File: src/rtl/vehicle_sensor_conditioner.sv
// vehicle_sensor_conditioner
//   Conditions the raw inductive-loop detector signal for the traffic light
//   controller. It synchronizes and debounces the loop input, stretches demand
//   across short gaps between vehicles, counts arrivals (saturating) and flags
//   a loop that stays occupied too long.
//
// Ports
//   clk           : sole clock, rising edge
//   reset         : synchronous, active-high reset
//   raw_loop      : asynchronous loop detector output (1 = vehicle present)
//   count_clr     : synchronous clear of vehicle_count
//   sensor        : registered demand to the light controller
//   arrival_pulse : one-cycle strobe per accepted arrival
//   vehicle_count : saturating arrival count
//   stuck_fault   : loop occupied for longer than STUCK_CYCLES
module vehicle_sensor_conditioner #(
   parameter int DEBOUNCE_CYCLES = 4,
   parameter int HOLD_CYCLES     = 20,
   parameter int STUCK_CYCLES    = 200,
   parameter int COUNT_WIDTH     = 8
) (
   input  logic                   clk,
   input  logic                   reset,
   input  logic                   raw_loop,
   input  logic                   count_clr,
   output logic                   sensor,
   output logic                   arrival_pulse,
   output logic [COUNT_WIDTH-1:0] vehicle_count,
   output logic                   stuck_fault
);

   // Each timer is wide enough to hold its full parameter value.
   localparam int DB_W   = $clog2(DEBOUNCE_CYCLES + 1);
   localparam int HOLD_W = $clog2(HOLD_CYCLES + 1);
   localparam int OCC_W  = $clog2(STUCK_CYCLES + 1);

   localparam logic [DB_W-1:0]   DB_LAST   = DB_W'(DEBOUNCE_CYCLES - 1);
   localparam logic [HOLD_W-1:0] HOLD_LAST = HOLD_W'(HOLD_CYCLES - 1);
   localparam logic [OCC_W-1:0]  OCC_LAST  = OCC_W'(STUCK_CYCLES - 1);
   localparam logic [COUNT_WIDTH-1:0] COUNT_MAX = '1;

   typedef enum logic [1:0] {
      IDLE     = 2'd0,
      OCCUPIED = 2'd1,
      HOLD     = 2'd2,
      FAULT    = 2'd3
   } state_t;

   state_t state, next_state;

   logic              s1, s2, filt;
   logic [DB_W-1:0]   db_cnt;
   logic [HOLD_W-1:0] hold_cnt;
   logic [OCC_W-1:0]  occ_cnt;
   logic              arrival;

   // Synchronizer and debounce. filt only follows s2 after DEBOUNCE_CYCLES
   // consecutive disagreeing samples; any agreeing sample restarts the count.
   always_ff @(posedge clk) begin
      if (reset) begin
         s1     <= 1'b0;
         s2     <= 1'b0;
         filt   <= 1'b0;
         db_cnt <= '0;
      end else begin
         s1 <= raw_loop;
         s2 <= s1;
         if (s2 == filt) begin
            db_cnt <= '0;
         end else if (db_cnt == DB_LAST) begin
            filt   <= s2;
            db_cnt <= '0;
         end else begin
            db_cnt <= db_cnt + 1'b1;
         end
      end
   end

   // State register
   always_ff @(posedge clk) begin
      if (reset) state <= IDLE;
      else       state <= next_state;
   end

   // Next-state logic; arrival marks every transition into OCCUPIED from a
   // non-fault state.
   always_comb begin
      next_state = state;
      arrival    = 1'b0;
      case (state)
         IDLE: begin
            if (filt) begin
               next_state = OCCUPIED;
               arrival    = 1'b1;
            end
         end
         OCCUPIED: begin
            if (!filt)                   next_state = HOLD;
            else if (occ_cnt == OCC_LAST) next_state = FAULT;
         end
         HOLD: begin
            // A re-arrival wins over the hold timeout.
            if (filt) begin
               next_state = OCCUPIED;
               arrival    = 1'b1;
            end else if (hold_cnt == HOLD_LAST) begin
               next_state = IDLE;
            end
         end
         FAULT: begin
            if (!filt) next_state = IDLE;
         end
         default: next_state = IDLE;
      endcase
   end

   // Timers, counter and outputs. Outputs are registered from next_state so
   // they change on the same edge as the state and never glitch.
   always_ff @(posedge clk) begin
      if (reset) begin
         occ_cnt       <= '0;
         hold_cnt      <= '0;
         vehicle_count <= '0;
         sensor        <= 1'b0;
         stuck_fault   <= 1'b0;
         arrival_pulse <= 1'b0;
      end else begin
         // Both timers restart on entry and count the cycles spent in state.
         if (next_state == OCCUPIED && state != OCCUPIED) occ_cnt <= '0;
         else if (state == OCCUPIED)                      occ_cnt <= occ_cnt + 1'b1;

         if (next_state == HOLD && state != HOLD) hold_cnt <= '0;
         else if (state == HOLD)                  hold_cnt <= hold_cnt + 1'b1;

         // A clear coincident with an arrival leaves that arrival counted.
         if (arrival) begin
            if (count_clr)                       vehicle_count <= COUNT_WIDTH'(1);
            else if (vehicle_count != COUNT_MAX) vehicle_count <= vehicle_count + 1'b1;
         end else if (count_clr) begin
            vehicle_count <= '0;
         end

         sensor        <= (next_state != IDLE);
         stuck_fault   <= (next_state == FAULT);
         arrival_pulse <= arrival;
      end
   end

endmodule

File: config.mk
export PLATFORM = sky130hd
export DESIGN_NAME = vehicle_sensor_conditioner
export DESIGN_NICKNAME = d
export VERILOG_FILES = /design/src/rtl/vehicle_sensor_conditioner.sv
export SDC_FILE = /design/constraint.sdc
export NUM_CORES = 1
export LEC_CHECK = 0
export CELL_PAD_IN_SITES_DETAIL_PLACEMENT = 1
export CELL_PAD_IN_SITES_GLOBAL_PLACEMENT = 2
export CORE_ASPECT_RATIO = 0.7
export CORE_MARGIN = 3
export CORE_UTILIZATION = 30
export CTS_BUF_LIST = sky130_fd_sc_hd__clkbuf_8
export CTS_CLUSTER_SIZE = 8
export DETAILED_ROUTE_END_ITERATION = 7
export GPL_TIMING_DRIVEN = 0
export PLACE_DENSITY = 0.73
export SLEW_MARGIN = 5
export SYNTH_ARGS = -nofsm -noshare
export SYNTH_HDL_FRONTEND = slang
export SYNTH_SLANG_ARGS = --single-unit
File: constraint.sdc
create_clock -name clk -period 1.4 [get_ports clk]
set_clock_uncertainty 0.05 [all_clocks]
set_input_delay 0.28 -clock clk [delete_from_list [all_inputs] [get_ports clk]]
set_output_delay 0.28 -clock clk [all_outputs]
set_load 0.005 [all_outputs]
# After elaboration in Yosys (flattened, before gate mapping)
# Cells that the tools add are included.
# Widths: inputs -> output; s select.
# word_totals
regBits,32
inputBits,4
out_inout_bits,11
# op_classes
add_sub_neg,4
n_eq_ne,13
mux,13
n_bitwise,1
n_reduce_logical,12
# ops
operator,n
$mux 8,4
$add 8x1->8 const B,2
$mux 2,6
$eq 2x2->1 const B,4
$eq 8x8->1 const B,1
$ne 8x8->1 const B,1
$pmux 2 s4,1
$reduce_bool 2->1,3
$reduce_or 2->1,3
$add 5x1->5 const B,1
$eq 5x5->1 const B,1
$eq 2x1->1 const B,2
$reduce_and 2->1,2
$add 3x1->3 const B,1
$eq 3x2->1 const B,1
$reduce_or 3->1,1
$logic_and 1x1->1,2
$logic_not 2->1,1
$mux 1,2
$ne 2x1->1 const B,1
$ne 2x2->1 const B,1
$eq 1x1->1,1
$not 1->1,1

# Depth between registers and ports, before layout
# logic_depth
depth_word,7
mapped_depth,4
ltp_nobuf,4

# Least setup slack after synthesis
# OpenSTA, ideal clock, no wires.
# synth_path
kind,register to register
startpoint,register vehicle_count[0]
endpoint,register vehicle_count[5]
arrival_ps,1284
required_ps,1280
slack_ps,-4
path_stages_with_launch,5
n_path_buf,0
period_less_slack_ps,1404
path_cell_list,dfxtp_1 ha_1 and4_1 or4_1 a21oi_1
# synth_between
elab_chain_cells,4
elab_cells_between_ends,7
# synth_rtl
item,line_no,rtl
start: declaration,28,"output logic [COUNT_WIDTH-1:0] vehicle_count,"
start signal: assignment,138,else if (vehicle_count != COUNT_MAX) vehicle_count <= vehicle_count + 1'b1;
$add 8x1->8,138,
$mux 8,138,
$mux 8,137,if (count_clr) vehicle_count <= COUNT_WIDTH'(1);
$mux 8,136,if (arrival) begin
# Several ways; a longest one is shown, not always the timed one. The select of a mux whose other input is x is not followed.
# A chain may end at the register's enable or synchronous reset.

# Worst setup path after layout
# layout_path
startpoint,register state[0]
endpoint,register hold_cnt[4]
# layout_between
elab_chain_cells,6
elab_cells_between_ends,15
# layout_rtl
item,line_no,rtl
start: declaration,49,"state_t state, next_state;"
start signal: assignment,82,else state <= next_state;
$mux 2 (on tied branches),"106, 99",
$mux 2 (on tied branches),"103, 98",
$pmux 2 s4,90,case (state)
$eq 2x2->1,132,if (next_state == HOLD && state != HOLD) hold_cnt <= '0;
$logic_and 1x1->1,132,
$reduce_or 2->1 (no source line),n/a,
end signal: assignment,133,else if (state == HOLD) hold_cnt <= hold_cnt + 1'b1;
end: declaration,53,logic [HOLD_W-1:0] hold_cnt;
# Several ways; a longest one is shown, not always the timed one.

==> results.yml <==
status:
  status: "finished, final reports clean"
final_layout:
  drive_above_1_share_pct: 23.0
  diodes: 0
  stdcell_area_um2: 1940
  seq_area_um2: 674
  n_fill_cell: 529
  post-route-util_pct: 42.5
  final_nets: 195
  area_growth_pct: 30.1
  multi_input_area_um2: 848
  layout_commonest_cell: "dfxtp_1"
  final_cell_mix: "19 x dfxtp_1, 13 x nor2_1, 10 x nand2_1, 10 x a21oi_1, 9 x dlygate4sd2_1"
worst_hold_path:
  min_from: "db_cnt[0]"
  min_to: "db_cnt[0]"
  hold_path.class: "flip-flop to flip-flop"
  min_path_cells: 1
critical_path:
  reg2reg_slack_ps: 50
  crit_path_start: "state[0]"
  crit_buf_inv: 1
  rr_startpoint: "state[0]"
  path_class: "flip-flop to flip-flop"
  crit_required_ps: 1570
  slowest_delay_ps: 370
  r2r_cells: 4
  worstPathCellList: "buf_6 -> nand3b_1 -> or3_1 -> a21oi_1"
  r2r-end: "hold_cnt[4]"
  cp-end-kind: "flip-flop"
  cp_slowest_cell: "or3_1"
  crit_fanout: 10
  worstSetupStartpointType: "flip-flop"
  critical-path-top-delay-family: "simple AND/OR/NAND/NOR gates"
  cp_data_arrival_time_ps: 1520
pwr:
  ir_drop_mv: 0.332
  power_density_nw_per_um2: 935
  p_leak_nw: 0.747
clock_network:
  cts-htree-levels: 2
  numCtsBuffers: 5
  cts.sinks: 32
  clock_latency_ps: 290
  clkTransAtPathRegs_ps: 70
  hold_buffers: 0
  clockBufferDepth: 2
  clock-root-buffer: "clkbuf_8"
  tritoncts: "yes"
routing:
  wirelength_um: 3790
  drtPass1Iterations: 4
  remaining_drc_errors: 0
  final_antenna_net_count: 0
  avgRoutedWirePerCell_um: 15.0
  vias: 1288
  via_per_inst: 5.09
  first_iter_violations: 31
timing:
  min_period_over_period_pct: 96.6
  fmax_ghz: 0.739
  maxSlewHeadroom_pct: 67.7
  post-route-min-period_ps: 1350
  report.final.setup_viol: 0
  hold_viol: 0
  rsz0062_at_grt: "true"
  maxSlewViolCount: 0
  tightest_slew_ps: 485
synth:
  synth_top_area_cell: "dfxtp_1"
  syn_nets: 170
  yosys_register_bits: 32
  synth_top_flop_cell: "dfxtp_1"
  synth_area_leaders: "dfxtp_1 43%, ha_1 4.2%, a21oi_1 4.0%, nor2_1 3.5%, and4b_1 3.4%"
  synth_top_area_share_pct: 43.0
  synth-async-reset-ratio_pct: 0
  yosysWarnings: 0
  ys_seq_area_share_pct: 43.0
  syn-cell-area_um2: 1490
  synth_edf_count: 0
  syn_avg_cell_area_um2: 9.25
  synth.distinct_cells: 38
  synth_cells: 161
global_route:
  grt_pass1_vias: 1286
  grt_first_pass_wirelength_um: 6520
  track_usage_pct: 14.2
  antenna_found_initial: 0
  grt_overflow: 0
  grt_max_degree: 11
die:
  die_x_um: 90.2
  ios: 15
  start_util_pct: 32.7
  fp-row-count: 20
  core_area_um2: 4550
  fp.dieH_um: 64.9
  dieArea_um2: 5860
job:
  cap_violations: 0
placement:
  dp_hpwl_um: 2610
  placed_cell_area_um2: 1700
  port_buffers: 13
  gp_congestion: 0.756
[registers in the layout, summed over array words and instances, names as in the netlist]
register / count
hold_cnt: 5
state: 2
arrival_pulse: 1
s1: 1
vehicle_count: 8
s2: 1
stuck_fault: 1
db_cnt: 3
filt: 1
sensor: 1
occ_cnt: 8
[cell type report]
cell class / instances / area share [%]
Clock inverter: 3 / 2.00
Inverter: 7 / 1.36
Buffer: 6 / 2.13
Multi-Input combinational cell: 116 / 43.8
Sequential cell: 32 / 34.8
Timing Repair Buffer: 18 / 8.07
Clock buffer: 5 / 3.55
Tap cell: 66 / 4.26
[through the flow]
stage               power (mW)  worst slack [ps]  hold WS, ps  cells  setup TNS, ps
floorplan                0.956              37.1          349    161              0
global placement         0.970              -195          357    240          -1040
detailed placement       0.971              -233          369    240          -1480
CTS                       1.84             -12.5          379    252          -12.5
global route              1.90             -15.0          400    253          -21.8
finish                    1.81              47.1          368    253              0
[cells in the mapped netlist, types with 2 or more instances]
library cell and count:
or4_1 3, nand2b_1 3, nor3_1 2, nand2_1 10, a31oi_1 3, nand4b_1 3, xnor2_1 4, a21oi_1 12
nor4_1 2, nand4_1 3, and4b_1 5, buf_2 2, mux2i_1 5, nand3_1 2, ha_1 5, o21ai_0 7
nor2_1 14, o31ai_1 4, nor2b_1 5, or3_1 6, clkbuf_1 3, nand3b_1 3, inv_1 7, dfxtp_1 32
and4_1 3
[power breakdown]
| part | switching, mW | internal (mW) | total [mW] |
|---|---|---|---|
| sequential | 0.00158 | 0.900 | 0.901 |
| clock | 0.351 | 0.521 | 0.872 |
| combinational | 0.0237 | 0.0141 | 0.0378 |
[repair_timing]
item                       4_1_cts  5_1_grt
setup endpoints to repair       27       22
gates resized for setup         32       17
pin swaps                        3        3
setup buffers                    4        1
[routing by layer]
layer / vias to the layer above / GRT usage [%] / part of all wire, %
met5: - / 0 / 0
met4: 0 / 6.87 / 1.8
met3: 7 / 4.64 / 4.8
met2: 23 / 20.5 / 42
met1: 611 / 19.1 / 52
li1: 647 / - / -
[worst max-delay path by stage]
stage	to	slack, ps	depth (start not counted)
after global routing	vehicle_count[1]	-20	4
after CTS	vehicle_count[5]	-10	4
after global placement	vehicle_count[4]	-190	4
final	hold_cnt[4]	50	4
after floorplan	vehicle_count[5]	40	4
after detailed placement	vehicle_count[4]	-230	4
[kinds of logic (layout without fill, tap and decap cells)]
family | after synthesis | in the layout | share of synthesized area, %
multiplexers | 5 | 5 | 3.36
AND/OR/NAND/NOR | 68 | 68 | 28.4
AO/OA/AOI/OAI | 34 | 34 | 14.7
buffers and inverters | 13 | 39 | 3.95
XOR/XNOR | 4 | 4 | 2.35
adder cells (fa/ha/maj) | 5 | 5 | 4.20
flip-flops | 32 | 32 | 43.0
(Power assumes the default switching activity.)
